`config.mk`:
```
export PLATFORM = sky130hd
export DESIGN_NAME = shift_mix_stage
export DESIGN_NICKNAME = d
export VERILOG_FILES = /design/src/rtl/aes_pkg.sv /design/src/rtl/mix_column.sv /design/src/rtl/shift_mix_stage.sv
export SDC_FILE = /design/constraint.sdc
export NUM_CORES = 1
export LEC_CHECK = 0
export CAP_MARGIN = 10
export CORE_MARGIN = 1.5
export CORE_UTILIZATION = 40
export DETAILED_ROUTE_END_ITERATION = 6
export GPL_ROUTABILITY_DRIVEN = 0
export GPL_TIMING_DRIVEN = 0
export PLACE_DENSITY = 0.72
export SLEW_MARGIN = 20
export SYNTH_ARGS = -nofsm -noshare
export SYNTH_HDL_FRONTEND = slang
export SYNTH_SLANG_ARGS = --single-unit
```
`constraint.sdc`:
```
create_clock -name clk -period 6.63 [get_ports clk]
set_clock_uncertainty 0.2 [all_clocks]
set_input_delay 1.326 -clock clk [delete_from_list [all_inputs] [get_ports clk]]
set_output_delay 1.326 -clock clk [all_outputs]
set_load 0.005 [all_outputs]
```
`src/rtl/aes_pkg.sv`:
```
// ----------------------------------------------------------------------------
// aes_pkg
// Shared types and helpers for the AES ShiftRows/MixColumns round stage.
//   aes_byte_t / aes_col_t / aes_state_t : byte, 32-bit column, 128-bit state
//   shift_mix_state_t                    : control FSM states of shift_mix_stage
//   xtime()                              : GF(2^8) multiply by 2
//   shift_rows()                         : AES ShiftRows on a column-major state
//   get_col()                            : extract column c (0..3) of a state
// State layout is column-major: byte s[r][c] = data[127-8*(4c+r) -: 8].
// ----------------------------------------------------------------------------
package aes_pkg;

    typedef logic [7:0]   aes_byte_t;
    typedef logic [31:0]  aes_col_t;
    typedef logic [127:0] aes_state_t;

    typedef enum logic [1:0] {
        IDLE,
        BUSY,
        DONE
    } shift_mix_state_t;

    function automatic aes_byte_t xtime(input aes_byte_t a);
        return {a[6:0], 1'b0} ^ (a[7] ? 8'h1B : 8'h00);
    endfunction

    // Row r is rotated left by r byte positions: s'[r][c] = s[r][(c+r) mod 4].
    function automatic aes_state_t shift_rows(input aes_state_t s);
        aes_state_t res;
        res = '0;
        for (int c = 0; c < 4; c++) begin
            for (int r = 0; r < 4; r++) begin
                res[127 - 8*(4*c + r) -: 8] = s[127 - 8*(4*((c + r) % 4) + r) -: 8];
            end
        end
        return res;
    endfunction

    function automatic aes_col_t get_col(input aes_state_t s, input logic [1:0] c);
        return s[127 - 32*int'(c) -: 32];
    endfunction

endpackage

```
`src/rtl/mix_column.sv`:
```
// ----------------------------------------------------------------------------
// mix_column
// Combinational AES MixColumns on one 32-bit column.
// Ports:
//   col_i  in  32  column {s0,s1,s2,s3}, s0 (row 0) in bits [31:24]
//   col_o  out 32  mixed column, same byte order
// Matrix rows: {02 03 01 01; 01 02 03 01; 01 01 02 03; 03 01 01 02}.
// ----------------------------------------------------------------------------
module mix_column
    import aes_pkg::*;
(
    input  logic [31:0] col_i,
    output logic [31:0] col_o
);

    aes_byte_t a0, a1, a2, a3;
    aes_byte_t x0, x1, x2, x3;

    assign a0 = col_i[31:24];
    assign a1 = col_i[23:16];
    assign a2 = col_i[15:8];
    assign a3 = col_i[7:0];

    assign x0 = xtime(a0);
    assign x1 = xtime(a1);
    assign x2 = xtime(a2);
    assign x3 = xtime(a3);

    // Multiply by 3 is expressed as xtime(a) ^ a.
    assign col_o[31:24] = x0 ^ (x1 ^ a1) ^ a2 ^ a3;
    assign col_o[23:16] = a0 ^ x1 ^ (x2 ^ a2) ^ a3;
    assign col_o[15:8]  = a0 ^ a1 ^ x2 ^ (x3 ^ a3);
    assign col_o[7:0]   = (x0 ^ a0) ^ a1 ^ a2 ^ x3;

endmodule

```
`src/rtl/shift_mix_stage.sv`:
```
// ----------------------------------------------------------------------------
// shift_mix_stage
// AES-128 round stage following SubBytes: ShiftRows, then an iterative
// MixColumns processing COLS_PER_CYCLE columns per clock. The final round
// (last_round=1) bypasses MixColumns. Valid/ready handshake on both sides;
// one block in flight at a time.
// Parameters:
//   COLS_PER_CYCLE  columns mixed per clock (1, 2 or 4)
// Ports:
//   clk         in   1    clock, rising edge
//   rst         in   1    synchronous active-high reset
//   in_valid    in   1    in_data/last_round valid
//   in_ready    out  1    high only while IDLE
//   in_data     in   128  SubBytes output state
//   last_round  in   1    1 = skip MixColumns
//   out_valid   out  1    high while DONE
//   out_ready   in   1    downstream accepts out_data
//   out_data    out  128  ShiftRows(+MixColumns) result, zero when not DONE
// ----------------------------------------------------------------------------
module shift_mix_stage
    import aes_pkg::*;
#(
    parameter int COLS_PER_CYCLE = 1
)
(
    input  logic         clk,
    input  logic         rst,
    input  logic         in_valid,
    output logic         in_ready,
    input  logic [127:0] in_data,
    input  logic         last_round,
    output logic         out_valid,
    input  logic         out_ready,
    output logic [127:0] out_data
);

    generate
        if (!(COLS_PER_CYCLE == 1 || COLS_PER_CYCLE == 2 || COLS_PER_CYCLE == 4)) begin : g_bad_cols
            $error("shift_mix_stage: COLS_PER_CYCLE must be 1, 2 or 4");
        end
    endgenerate

    // col_cnt is 2 bits; a step of 4 truncates to 0, which is exactly the wrap.
    localparam logic [1:0] COL_STEP = 2'(COLS_PER_CYCLE);
    localparam logic [1:0] LAST_OFS = 2'(COLS_PER_CYCLE - 1);

    shift_mix_state_t state_q, state_d;
    logic [1:0]       col_cnt_q, col_cnt_d;
    logic             last_q, last_d;
    aes_state_t       work_q, work_d;

    logic [1:0]       col_idx [COLS_PER_CYCLE];
    aes_col_t         mix_in  [COLS_PER_CYCLE];
    aes_col_t         mix_out [COLS_PER_CYCLE];
    logic [1:0]       top_col;

    // One mixer per column handled this cycle; mixer k works on col_cnt+k.
    generate
        for (genvar k = 0; k < COLS_PER_CYCLE; k++) begin : g_mix
            assign col_idx[k] = col_cnt_q + 2'(k);
            assign mix_in[k]  = get_col(work_q, col_idx[k]);

            mix_column u_mix_column (
                .col_i (mix_in[k]),
                .col_o (mix_out[k])
            );
        end
    endgenerate

    // Highest column index written this cycle; reaching 3 finishes the block.
    assign top_col = col_cnt_q + LAST_OFS;

    always_comb begin
        state_d   = state_q;
        col_cnt_d = col_cnt_q;
        last_d    = last_q;
        work_d    = work_q;

        case (state_q)
            IDLE: begin
                if (in_valid) begin
                    work_d    = shift_rows(in_data);
                    last_d    = last_round;
                    col_cnt_d = 2'd0;
                    state_d   = last_round ? DONE : BUSY;
                end
            end
            BUSY: begin
                if (!last_q) begin
                    for (int k = 0; k < COLS_PER_CYCLE; k++) begin
                        work_d[127 - 32*int'(col_idx[k]) -: 32] = mix_out[k];
                    end
                end
                col_cnt_d = col_cnt_q + COL_STEP;
                if (top_col == 2'd3) begin
                    state_d = DONE;
                end
            end
            DONE: begin
                if (out_ready) begin
                    state_d = IDLE;
                end
            end
            default: begin
                state_d = IDLE;
            end
        endcase
    end

    always_ff @(posedge clk) begin
        if (rst) begin
            state_q   <= IDLE;
            col_cnt_q <= 2'd0;
            last_q    <= 1'b0;
        end else begin
            state_q   <= state_d;
            col_cnt_q <= col_cnt_d;
            last_q    <= last_d;
        end
    end

    // The work register carries no reset: out_data is masked outside DONE,
    // so stale contents are never visible.
    always_ff @(posedge clk) begin
        work_q <= work_d;
    end

    assign in_ready  = (state_q == IDLE);
    assign out_valid = (state_q == DONE);
    assign out_data  = out_valid ? work_q : '0;

endmodule
```
==> Word-level counts from Yosys, hierarchy flattened <==
Cells that the tools add are included.
{ "word_totals": {"reg_bits": 133, "latchBits": 0, "ramBits": 0, "rom_bits": 0, "out_inout_bits": 130, "wordCells": 59, "n_memories": 0} }
{ "classes": {"addsub": 3, "multipliers": 0, "div": 0, "magnitude_cmp": 0, "eq_ne": 7, "shift": 3, "muxes": 16, "bitwise_logic": 20, "n_reduce_logical": 6} }
{ "op_table": {"columns": ["operator", "n"], "rows": [
  ["$mux 128", 3],
  ["$pmux 128 s2", 1],
  ["$xor 8x8->8", 20],
  ["$shift 32x33->159 const A", 1],
  ["$shiftx 159x8->32", 1],
  ["$shiftx 32x33->159", 1],
  ["$bwmux 128", 1],
  ["$neg 8->33", 1],
  ["$mux 5", 4],
  ["$mux 2", 5],
  ["$sub 7x7->8 const A", 1],
  ["$ne 2x2->1 const B", 3],
  ["$pmux 2 s3", 1],
  ["$reduce_and 3->1", 2],
  ["$eq 2x2->1 const B", 2],
  ["$pmux 2 s2", 1],
  ["$reduce_and 2->1", 2],
  ["$add 2x1->2 const B", 1],
  ["$eq 2x1->1 const B", 1],
  ["$logic_not 2->1", 1],
  ["$ne 2x1->1 const B", 1],
  ["$reduce_bool 2->1", 1]
]} }

==> Depth between registers and ports, before layout <==
Gate-level depths: netlist of run 1.
{ "depth": {"depth_word": 12, "depth_mapped": 8, "mapped_depth_nobuf": 5} }

==> Cells and area by module <==
From an unflattened synthesis of run 1, not the netlist that was laid out.
{ "hier_totals": {"hier_cells": 608, "hier_area_um2": 8648.3} }
{ "by_module_without_submodules": {"columns": ["module", "n_inst", "cells_per_inst", "area_per_inst_um2", "seq_area_each_um2"], "rows": [
  ["shift_mix_stage", 1, 529, 7340.8, 3943.8],
  ["mix_column", 1, 79, 1307.5, 0.0]
]} }

==> Least setup slack after synthesis of run 1 <==
OpenSTA, ideal clock, no wires.
{ "synth_path": {"kind": "input-to-reg", "startpoint": "input port in_valid", "endpoint": "register work_q[0], enable pin", "setup_time_ps": 432, "t_arrival_ps": 3031, "required_time_ps": 5998, "path_slack_ps": 2967, "path_stages": 2, "cell_sequence": "nand2b_1 a21oi_1"} }
{ "synth_via": {"elab_chain_len": 2} }
{ "synth_lines": {"columns": ["element", "line", "rtl"], "rows": [
  ["start: declaration", "shift_mix_stage.sv:28", "input logic in_valid,"],
  ["$ne 2x2->1 (no source line)", null, null],
  ["$reduce_and 3->1 (no source line)", null, null],
  ["end signal: assignment", "shift_mix_stage.sv:125", "work_q <= work_d;"],
  ["end: declaration", "shift_mix_stage.sv:50", "aes_state_t work_q, work_d;"]
]} }
Every way passes these cells.
A chain may end at the register's enable or synchronous reset.

==> Worst setup path after layout of run 1 <==
{ "layout_path": {"startpoint": "register state_q[0]", "endpoint": "output port out_data[65]"} }
{ "layout_via": {"elab_chain_len": 2} }
{ "layout_lines": {"columns": ["element", "line", "rtl"], "rows": [
  ["start: declaration", "shift_mix_stage.sv:47", "shift_mix_state_t state_q, state_d;"],
  ["start signal: assignment", "shift_mix_stage.sv:116", "state_q <= state_d;"],
  ["$eq 2x2->1", "shift_mix_stage.sv:129", "assign out_valid = (state_q == DONE);"],
  ["$mux 128", "shift_mix_stage.sv:130", "assign out_data = out_valid ? work_q : '0;"],
  ["end: declaration", "shift_mix_stage.sv:34", "output logic [127:0] out_data"]
]} }
Every way passes these cells.

==> results.toml, run 1 <==
[synth]
ys_ff_latch = 133
syn_nets = 732
yosysWarningCount = 0
ys_seq_area_share_pct = 46.6
synthCells = 595
syn_avg_cell_area_um2 = 14.2
synth_cell_type_count = 31
syn-cell-area_um2 = 8460

[power_and_ir_drop]
p_int_mw = 2.18
power_switching_mw = 1.05
power.leakage_nw = 4.54
ir_drop_mv = 0.228
cellPowerDensity_nw_per_um2 = 266
comb_power_share_pct = 39.9
p_sw_share_pct = 32.6
clkPwrFrac_pct = 26.8
seq_power_share_pct = 33.2
fin_total_pwr_mw = 3.23

[sta]
tns_ps = 0
period_needed_ps = 4700
grt_setup_unrepaired = "no"
slew_headroom_pct = 47.4
holdWs_ps = 284
finalMaxSlewViolations = 0
hold_viol = 0
fin_ws_ps = 1930
setup_viol = 0
fmax_mhz = 213
max_slew.worst_pin.slew_ps = 790
post-route-period-util_pct = 70.9

[die]
die_width_um = 148
core_um2 = 20900
io_pins = 263
dieArea_um2 = 22000
initial_core_util_pct = 40.5
num_rows = 53
die_y_um = 148

[placed_design]
io_buffers = 262
place_area_um2 = 11600
dp_slack_ps = 2430
numPlacedInstances = 1136
hpwl_um = 23100

[clocking]
ctsResizeCount = 0
cts_root_buffer = "clkbuf_16"
post_cts_buffers = 0
cts_max_level = 4
cts_buffers = 17
clock-sinks = 133
clockBufferDepth = 2
clock_latency_ps = 420
holdBufCountCts = 0
tritoncts = "done"
clkSlewWorstSetupHoldPaths_ps = 60

[global_routing]
grt_pass1_wl_um = 44100
antenna_found_initial = 0
grt_pass1_vias = 6843
grt_overflow_total = 0
grt_start_max_net_pins = 20
grt_usage_pct = 28.5

[finish]
finalNonFillerCells = 1168
layout_commonest_cell = "clkdlybuf4s50_1"
register_area_um2 = 3940
nets = 1017
multi_input_area_um2 = 4300
drive_above_1_share_pct = 9.63
layout_common_cells = "262 x clkdlybuf4s50_1, 128 x a22o_1, 128 x and2_1, 128 x edfxtp_1, 47 x clkbuf_1"
stdcell_area_um2 = 12100
fillers = 1719
area_growth_pct = 43.1
utilization_pct = 58.0
diodes = 0

[critical_path]
cp_data_arrival_time_ps = 3170
crit_path_frequent_cell = "clkbuf_1"
crit_path_max_incr_delay_ps = 540
worstSetupPathType = "reg -> out"
cp_slowest_cell = "clkbuf_1"
start_kind = "flip-flop"
crit_fanout = 10
worstPathRequired_ps = 5100
crit_chain = "clkbuf_1, nor2b_1, clkbuf_1, clkbuf_1, and2_1, clkdlybuf4s50_1"
worstSetupEndpointType = "primary output"
crit_family = "buffers and inverters"
crit_buf_inv = 4

[routing]
drt-initial-drc-count = 593
postRouteAntennaNets = 0
drc = 0
vias = 6638
firstDrtPassIters = 5
wl_per_cell_um = 26.5
viasPerCell = 5.68
wl_um = 31000

[status]
status = "finished, final reports clean"

[hold_path]
hold_path_class = "reg -> reg"

[run]
cap_violations = 0
==> final timing paths <==
check | startpoint | endpoint | slack, ps | cells after the start
max | state_q[0] | out_data[65] | 1930 | 6
min | last_q | last_q | 280 | 2
max reg2reg | col_cnt_q[1] | work_q[123] | 3330 | 6
min reg2reg | last_q | last_q | 280 | 2
==> worst register-to-register path, cell delays in order, from the launching register on <==
cell and delay (ps):
dfxtp_1 350, buf_2 330, buf_2 480, mux4_2 510
xor2_1 360, xnor3_1 580, a22o_1 240
==> area by class of cell <==
type,instances,area share [%]
tap,275,2.84
inverter,3,0.0930
buffer,54,2.07
multi-input combinational,405,35.5
clock inverter,13,0.754
clock buffer,19,3.58
timing repair buffer,266,22.6
sequential,133,32.6
==> state kept, by name (all words and copies together) (netlist names) <==
| name | count |
|---|---|
| work_q | 128 |
| col_cnt_q | 2 |
| state_q | 2 |
| last_q | 1 |
==> power groups by stage <==
stage                     combinational [mW]  sequential (mW)  clock (mW)
final                                   1.29             1.07       0.866
after CTS                               1.28             1.07       0.861
after detailed placement                1.27             1.09           0
after floorplan                        0.822             1.07           0
after global placement                  1.24             1.09           0
after global routing                    1.35             1.08       0.898
==> Yosys cell counts (all sizes together) <==
| cell type | n | area (µm²) |
|---|---|---|
| nand2b | 2 | 12.5 |
| a22oi | 1 | 7.51 |
| edfxtp | 128 | 3840 |
| nor2b | 4 | 25.0 |
| and4 | 2 | 17.5 |
| o21bai | 1 | 7.51 |
| mux4 | 32 | 721 |
| dfxtp | 5 | 100 |
| clkbuf | 45 | 169 |
| inv | 3 | 11.3 |
| o21ai | 1 | 5.00 |
| xor3 | 5 | 119 |
| xnor2 | 19 | 275 |
| and2 | 128 | 801 |
| buf | 9 | 81.3 |
| nand3b | 1 | 7.51 |
| ha | 4 | 50.1 |
| xnor3 | 38 | 857 |
| xor2 | 12 | 113 |
| a22o | 128 | 1120 |
| nand2 | 8 | 30.0 |
| nor2 | 7 | 26.3 |
| a21oi | 9 | 45.0 |
| nor3 | 3 | 15.0 |
==> kinds of logic after synthesis <==
kind of cell,Yosys count,synth area share (%)
buffers and inverters,57,3.09
DFF,133,46.6
muxes,32,8.52
and+or+nand+nor,155,11.0
adders and majority gates,4,0.592
xor gates and xnor gates,74,16.1
AOI/OAI and AO/OA,140,14.0
==> layer usage <==
metal | wire length [µm] | vias to the layer above | global-route usage (%) | part of all wire, %
met5 | 0 | - | 0 | 0
met4 | 763 | 0 | 9.16 | 2.5
met3 | 2940 | 58 | 7.88 | 9.5
met2 | 14900 | 408 | 46.6 | 48
met1 | 12300 | 3299 | 36.8 | 40
li1 | - | 2873 | - | -
Power figures use the tool's default switching activity.
==> run 2, diff against run 1 <==
==> constraint.sdc (replaced) <==
create_clock -name clk -period 4.6 [get_ports clk]
set_clock_uncertainty 0.2 [all_clocks]
set_input_delay 0.92 -clock clk [delete_from_list [all_inputs] [get_ports clk]]
set_output_delay 0.92 -clock clk [all_outputs]
set_load 0.005 [all_outputs]
==> results of run 2 <==
The final DEF is identical to that of run 1. Status: finished, final reports clean.
Main changes from that run: setup slack after placement 2430 ps -> 806 ps; setup slack after layout 1930 ps -> 306 ps; register-to-register setup slack 3330 ps -> 1300 ps; total power 3.23 mW -> 4.65 mW; worst IR drop on VDD 0.228 mV -> 0.329 mV
